===== src/rtl/bcd_down_counter.sv =====
// bcd_down_counter: loadable N-digit BCD countdown timer with one-cycle expiry pulse
// and optional auto-reload from the last valid preset.
module bcd_down_counter #(
    parameter int DIGITS      = 4,
    parameter bit AUTO_RELOAD = 1'b0
) (
    input  logic                  i_clk,
    input  logic                  i_rst_n,
    input  logic                  i_ce,
    input  logic                  i_load,
    input  logic [4*DIGITS-1:0]   i_load_val,
    input  logic                  i_start,
    input  logic                  i_stop,
    output logic [4*DIGITS-1:0]   o_q,
    output logic                  o_busy,
    output logic                  o_done,
    output logic                  o_load_err
);
    localparam int W = 4 * DIGITS;

    typedef enum logic {IDLE, RUN} state_t;

    state_t              r_state;
    logic [W-1:0]        r_q;
    logic [W-1:0]        r_reload;
    logic                r_done;
    logic                r_load_err;

    logic [W-1:0]        w_dec;
    logic [DIGITS-1:0]   w_borrow;
    logic [DIGITS-1:0]   w_digit_ok;
    logic                w_load_ok;
    logic                w_zero;
    logic                w_dec_zero;

    // w_borrow[d] is the borrow into digit d; digit 0 always receives the -1
    assign w_borrow[0] = 1'b1;

    for (genvar d = 0; d < DIGITS; d++) begin : g_digit
        logic [3:0] w_nib;
        assign w_nib                = r_q[4*d +: 4];
        assign w_dec[4*d +: 4]      = w_borrow[d] ? ((w_nib == 4'd0) ? 4'd9 : w_nib - 4'd1) : w_nib;
        assign w_digit_ok[d]        = i_load_val[4*d +: 4] <= 4'd9;
        if (d < DIGITS - 1) begin : g_borrow
            assign w_borrow[d+1] = w_borrow[d] && (w_nib == 4'd0);
        end
    end

    assign w_load_ok  = &w_digit_ok;
    assign w_zero     = (r_q == '0);
    assign w_dec_zero = (w_dec == '0);

    always_ff @(posedge i_clk) begin
        if (!i_rst_n) begin
            r_state    <= IDLE;
            r_q        <= '0;
            r_reload   <= '0;
            r_done     <= 1'b0;
            r_load_err <= 1'b0;
        end else begin
            r_done     <= 1'b0;
            r_load_err <= 1'b0;
            if (i_load) begin
                if (w_load_ok) begin
                    r_q      <= i_load_val;
                    r_reload <= i_load_val;
                    r_state  <= IDLE;
                end else begin
                    r_load_err <= 1'b1;
                end
            end else if (i_stop) begin
                r_state <= IDLE;
            end else if (i_start && r_state == IDLE) begin
                if (!w_zero) r_state <= RUN;
            end else if (r_state == RUN && i_ce) begin
                // q==0 while running only occurs after an auto-reload expiry
                if (w_zero) begin
                    if (r_reload == '0) r_state <= IDLE;
                    else r_q <= r_reload;
                end else begin
                    r_q <= w_dec;
                    if (w_dec_zero) begin
                        r_done <= 1'b1;
                        if (!AUTO_RELOAD) r_state <= IDLE;
                    end
                end
            end
        end
    end

    assign o_q        = r_q;
    assign o_busy     = (r_state == RUN);
    assign o_done     = r_done;
    assign o_load_err = r_load_err;
endmodule


===== config.mk =====
export PLATFORM = sky130hd
export DESIGN_NAME = bcd_down_counter
export DESIGN_NICKNAME = d
export VERILOG_FILES = /design/src/rtl/bcd_down_counter.sv
export SDC_FILE = /design/constraint.sdc
export NUM_CORES = 1
export LEC_CHECK = 0
export ABC_AREA = 1
export BUFFER_PORTS_ARGS = -buffer_cell sky130_fd_sc_hd__buf_4
export CAP_MARGIN = 20
export CORE_UTILIZATION = 55
export CTS_CLUSTER_SIZE = 30
export DETAILED_ROUTE_END_ITERATION = 8
export PLACE_DENSITY_LB_ADDON = 0.25
export SETUP_SLACK_MARGIN = 0.05
export SYNTH_ARGS = -nofsm -noshare
export SYNTH_HDL_FRONTEND = slang
export SYNTH_SLANG_ARGS = --single-unit

===== constraint.sdc =====
create_clock -name i_clk -period 2.3 [get_ports i_clk]
set_clock_uncertainty 0.2 [all_clocks]
set_input_delay 0.115 -clock i_clk [delete_from_list [all_inputs] [get_ports i_clk]]
set_output_delay 0.115 -clock i_clk [all_outputs]
set_load 0.02 [all_outputs]

## After elaboration in Yosys (flattened, before gate mapping)

Index checks and enable logic that the tools add are counted.

- Input port bits: 22
- Word-level logic and storage cells: 67
- Bits in registers: 35
- Output and inout bits: 19

- Bitwise operators: 3
- Reduce and logical (&&, ||, !) cells: 20
- Add/sub/neg operators: 4
- Mux-type cells: 25
- Eq/ne operators: 6
- Order comparisons: 4

Operators with widths:

| kind | count |
|---|---|
| $mux W16 | 7 |
| $logic_not A16 Y1 | 3 |
| $mux W4 | 7 |
| $le A4 B4 Y1 const B | 4 |
| $logic_not A4 Y1 | 4 |
| $sub A4 B1 Y4 const B | 4 |
| $reduce_and A5 Y1 | 3 |
| $mux W1 | 11 |
| $reduce_or A6 Y1 | 1 |
| $ne A5 B4 Y1 const B | 1 |
| $reduce_bool A5 Y1 | 1 |
| $logic_and A1 B1 Y1 | 4 |
| $ne A2 B2 Y1 const B | 2 |
| $ne A4 B4 Y1 const B | 1 |
| $reduce_and A4 Y1 | 1 |
| $reduce_bool A4 Y1 | 1 |
| $ne A3 B3 Y1 const B | 1 |
| $not A1 Y1 | 3 |
| $ne A2 B1 Y1 const B | 1 |
| $reduce_and A2 Y1 | 1 |
| $reduce_bool A2 Y1 | 1 |

## Depth between registers and ports, before layout

- Depth in word-level cells: 11
- Depth in mapped cells: 14
- Gate-level depth less buffers: 14

## Least setup slack after synthesis

Ideal clock, no wire load.

- Kind: reg2reg
- Start point: register r_q[0] (netlist: o_q[0])
- End point: register r_q[13] (netlist: o_q[13])
- Path slack: 496 ps
- Data arrival time: 1490 ps
- Clock period less this slack: 1804 ps
- Stages on the path, launching flop included: 10
- Library setup time: 114 ps
- Path buffers: 1
- Cell sequence: dfxtp_1 > nor2_4 > nand2_4 > nor2_8 > nand4_4 > nand2_2 > nand3_4 > buf_6 > o211ai_2 > inv_1

- Cells in the longest elaborated chain, start to end: 9
- Elaborated cells between the ends (all ways): 12

Ends and longest elaborated chain:

| element | RTL line | text |
|---|---|---|
| start, declared | 24 | `logic [W-1:0] r_q;` |
| start signal, assigned | 65 | `r_q <= i_load_val;` |
| start signal, assigned | 79 | `else r_q <= r_reload;` |
| start signal, assigned | 81 | `r_q <= w_dec;` |
| $logic_not A4 Y1 | 45 | `assign w_borrow[d+1] = w_borrow[d] && (w_nib == 4'd0);` |
| $logic_and A1 B1 Y1 (2 in a row) | 45 |  |
| $mux W4 | 42 | `assign w_dec[4*d +: 4] = w_borrow[d] ? ((w_nib == 4'd0) ? 4'd9 : w_nib - 4'd1) : w_nib;` |
| $mux W16 | 77 | `if (w_zero) begin` |
| $mux W16 | 75 | `end else if (r_state == RUN && i_ce) begin` |
| $mux W16 | 73 | `end else if (i_start && r_state == IDLE) begin` |
| $mux W16 | 71 | `end else if (i_stop) begin` |
| $mux W16 | 63 | `if (i_load) begin` |

Parallel ways exist; a longest one is shown, timed or not. The select of a mux whose other input is x is not followed.
A chain may end at the register's enable or synchronous reset.

## Worst setup path after layout

- Start point: input port i_load_val[9]
- End point: register r_reload[10]

- Cells in the longest elaborated chain, start to end: 2

Ends and longest elaborated chain:

| element | RTL line | text |
|---|---|---|
| start, declared | 11 | `input logic [4*DIGITS-1:0] i_load_val,` |
| $le A4 B4 Y1 | 43 | `assign w_digit_ok[d] = i_load_val[4*d +: 4] <= 4'd9;` |
| $reduce_and A5 Y1 (no source line) | - |  |
| end signal, assigned | 66 | `r_reload <= i_load_val;` |
| end, declared | 25 | `logic [W-1:0] r_reload;` |

No other way between the ends.

==> summary.md <==
| Metric | Value |
|---|---|
| Status | finished, final reports clean |
| Largest family of logic cells by synthesized area | simple AND/OR/NAND/NOR gates |
| Reg2Reg Setup Slack | ~280 ps |
| First-pass GRT wire length | slightly above 9000 um |
| Max frequency | roughly 470 MHz |
| Vias in the first global route | around 2100 |
| Flops & latches, synth | 35 |
| Number of buffers and inverters on the critical path | 3 |
| Critical Path End Type | register |
| Final Power | around 1.7 mW |
| Share of the synthesized area in the top cell type | approximately a third |
| CTS Sinks | 35 |
| Cell variety after synth | 33 |
| Post-synthesis mux area share | 0% |
| R2R depth | 8 |
| Slew Viols, Final | 0 |
| Mean post-synth cell area | between 6 and 7 um2 |
| DR pass1 iterations | 4 |
| Final Util | around three quarters |
| Post-CTS setup buffers | 0 |
| Post-place instance area | around 2300 um2 |
| Arr. time, crit path | ~2100 ps |
| Largest stage delay, worst path | between 500 and 600 ps |
| Simple-Gate Fraction of Synth Area | between 20 and 30% |
| Mapped Cells | 310 |
| Relative slew slack | slightly below 60% |
| Die width | 63.1 um |
| # rows | 21 |
| Final hold viol count | 0 |
| CTS tree | yes |
| CTS Buf Count | 5 |
| Crit path cell chain | dlygate4sd3_1, buf_4, o21ai_0, and2_1, nand4_1, buf_4, o21ai_0, a21oi_1 |
| End of the worst register-to-register path | o_q[3]$_SDFFE_PN0P_ |
| DRC viols | 0 |
| Post-synth EDFFs | 0 |
| Min Hold Slack | 24.3 ps |
| Worst Hold Path Cells | 3 |
| Max cap viols | 0 |
| Antenna cells | 0 |
| Seq/Total Area, Yosys | ~34% |
| Reg2reg start | o_q[8]$_SDFFE_PN0P_ |
| Fin nets | just under 400 |
| Slowest CP cell | dlygate4sd3_1 |
| DR vias/cell | around 5.5 |
| Clock Pin Slew Worst Setup and Hold Paths | approximately 70 ps |
| # port buffers | 40 |
| Gr usage total | about 29% |
| Via count | between 2000 and 2500 |
| Core Area | around 3500 um2 |
| Compound-Gate Fraction of Synth Area | between 20% and 30% |
| CTS root buf | clkbuf_8 |
| CP required | between 2000 and 2500 ps |
| Post-Route WL | ~5500 um |
| Post-Syn Nets | between 300 and 400 |
| Hold EP | o_q[13]$_SDFFE_PN0P_ |
| Crit path max-delay family | buffers and inverters |
| Layout fillers | 286 |
| VDD IR-drop max | 0.000456 V |
| Leading area contributor after synthesis | dfxtp_1 |
| Die area | ~4000 um2 |
| Mapped Area | approximately 2000 um2 |
| Worst-Margin Slew | between 600 and 700 ps |
| Leakage | around 1.2 nW |
| Hold Crit Start | i_rst_n |
| Crit path time final | approximately 2100 ps |
| Setup TNS Final | 0 ps |
| Synth Flop Type | dfxtp_1 |
| Final setup viols | 0 |
| CTS H-Tree Depth | 2 |
| Clock Latency Late Sink | 290 ps |
| Crit-path max FO | 32 |
| I/O Pins | 41 |
| Ranking of synthesized cells by area | dfxtp_1, nand2_1, inv_1 |
| Share of layout cells above drive strength 1 | around 17% |
| Final GP Congestion | 0.899 |
| YS warnings | 0 |
| Kind of critical path | primary input to register |
| XOR/XNOR share of the synthesized area | 0% |
| Post-Synth Adder-Cell Area | 0% |
| Detail Route Antenna Nets | 0 |
| GRT Residual Overflow | 0 |
| Area growth from synthesis to layout | 29.8% |
| Hpwl dp | 3630 um |
| RSZ-0062 raised after global routing | false |
| Fin crit share | 91.7% |
| Initial antenna violation count | 0 |
| Async set-or-reset flop fraction in the synthesized netlist | 0% |
| Initial core utilization | roughly three fifths |
| Finished Cell Area | about 2700 um2 |
| Worst setup SP type | primary input |
| Die height | roughly 63 um |
| CTS Buffer Depth | 2 |
| Routed len/inst | 13.2 um |
| PwrDens | about 640 nW/um2 |
| Largest net degree at the start of global routing | 34 |
| Hold Crit Class | primary input to register |
| Detailed Route Iter0 Violations | between 100 and 150 |
[worst reg2reg max path, cell delays in order, from the launching register on]
cell     delay (ps)
dfxtp_1         370
nor2_1          200
inv_1            90
nor2_2          200
nand4_4         200
nand2_2         160
nand3_4         210
o21ai_0         220
a31oi_1          60
[area by class of cell]
type	count	area [um2]	share of cell area (%)
Multi-Input combinational cell	217	1120	42.0
Sequential cell	35	701	26.3
Timing Repair Buffer	65	546	20.5
Inverter	45	169	6.34
Clock buffer	6	72.6	2.72
Tap cell	46	57.6	2.16
[cells by family after synthesis]
group | Yosys count
and+or+nand+nor | 124
AOI/OAI and AO/OA | 92
buffers and inverters | 59
DFF | 35
[worst max-delay path by stage]
stage / end / depth (start not counted) / from / slack [ps]
after global routing: o_q[3]$_SDFFE_PN0P_ / 8 / o_q[8]$_SDFFE_PN0P_ / 70
final: r_reload[10]$_SDFFE_PN0P_ / 8 / i_load_val[9] / 190
after global placement: o_q[3]$_SDFFE_PN0P_ / 8 / o_q[0]$_SDFFE_PN0P_ / 300
after CTS: o_q[3]$_SDFFE_PN0P_ / 8 / o_q[8]$_SDFFE_PN0P_ / 200
after floorplan: o_q[13]$_SDFFE_PN0P_ / 9 / o_q[0]$_SDFFE_PN0P_ / 500
after detailed placement: o_q[3]$_SDFFE_PN0P_ / 8 / o_q[0]$_SDFFE_PN0P_ / 220
[cells in the final DEF (no fill, tap or decap), drive strengths merged]
cell,netlist,routed
o211ai,7,7
o22ai,2,2
dlygate4sd3,0,23
nor2,28,28
and2,1,1
o221ai,1,1
nor3,1,1
a31oi,11,11
a21oi,24,24
clkbuf,9,6
o21ai,46,46
inv,45,45
buf,5,42
nor4,1,1
nand3,14,15
o2111ai,1,1
nand2,71,71
nand4,8,8
dfxtp,35,35
[state kept, by name, indices dropped and copies added, names as in the netlist]
signal      count
o_q            16
r_reload       16
o_done          1
o_busy          1
o_load_err      1
[where the power goes]
group	internal [mW]	leakage (nW)	switching, mW	total (mW)
Combinational	0.244	0.874	0.381	0.625
Clock	0.202	0.0371	0.202	0.403
Sequential	0.647	0.285	0.0413	0.688
[metal layers]
layer  vias to the layer above  global-route usage [%]  share of wire (%)  wire length (um)
met1                      1018                    35.1                 43              2320
met3                         9                    5.62                7.8               427
li1                       1154                       -                  -                 -
met5                         -                       0                  0                 0
met2                        91                    49.1                 48              2590
met4                         0                    12.5                1.9               106
[synth_stat cells (2+ instances only)]
library cell  count
buf_6             3
clkbuf_1          8
o22ai_1           2
dfxtp_1          35
nor2_4            2
nand4_1           7
nand2_2           2
o21ai_1          14
o211ai_1          5
a21oi_1          23
o21ai_0          32
inv_1            44
nand3_1          12
a31oi_1          11
nor2_1           24
nand2_1          68
o211ai_2          2
[timing repair]
item / in CTS / in global routing
endpoints found under the hold margin: 33 / 0
hold buffers: 23 / 0
gates resized for setup: 0 / 1
endpoints found under the setup margin: 0 / 16
[metrics by stage]
step,worst slack [ps],instances
final,190,414
after global routing,65.7,414
after CTS,205,413
after detailed placement,218,384
after global placement,295,384
after floorplan,496,310
Power figures use the tool's default switching activity.
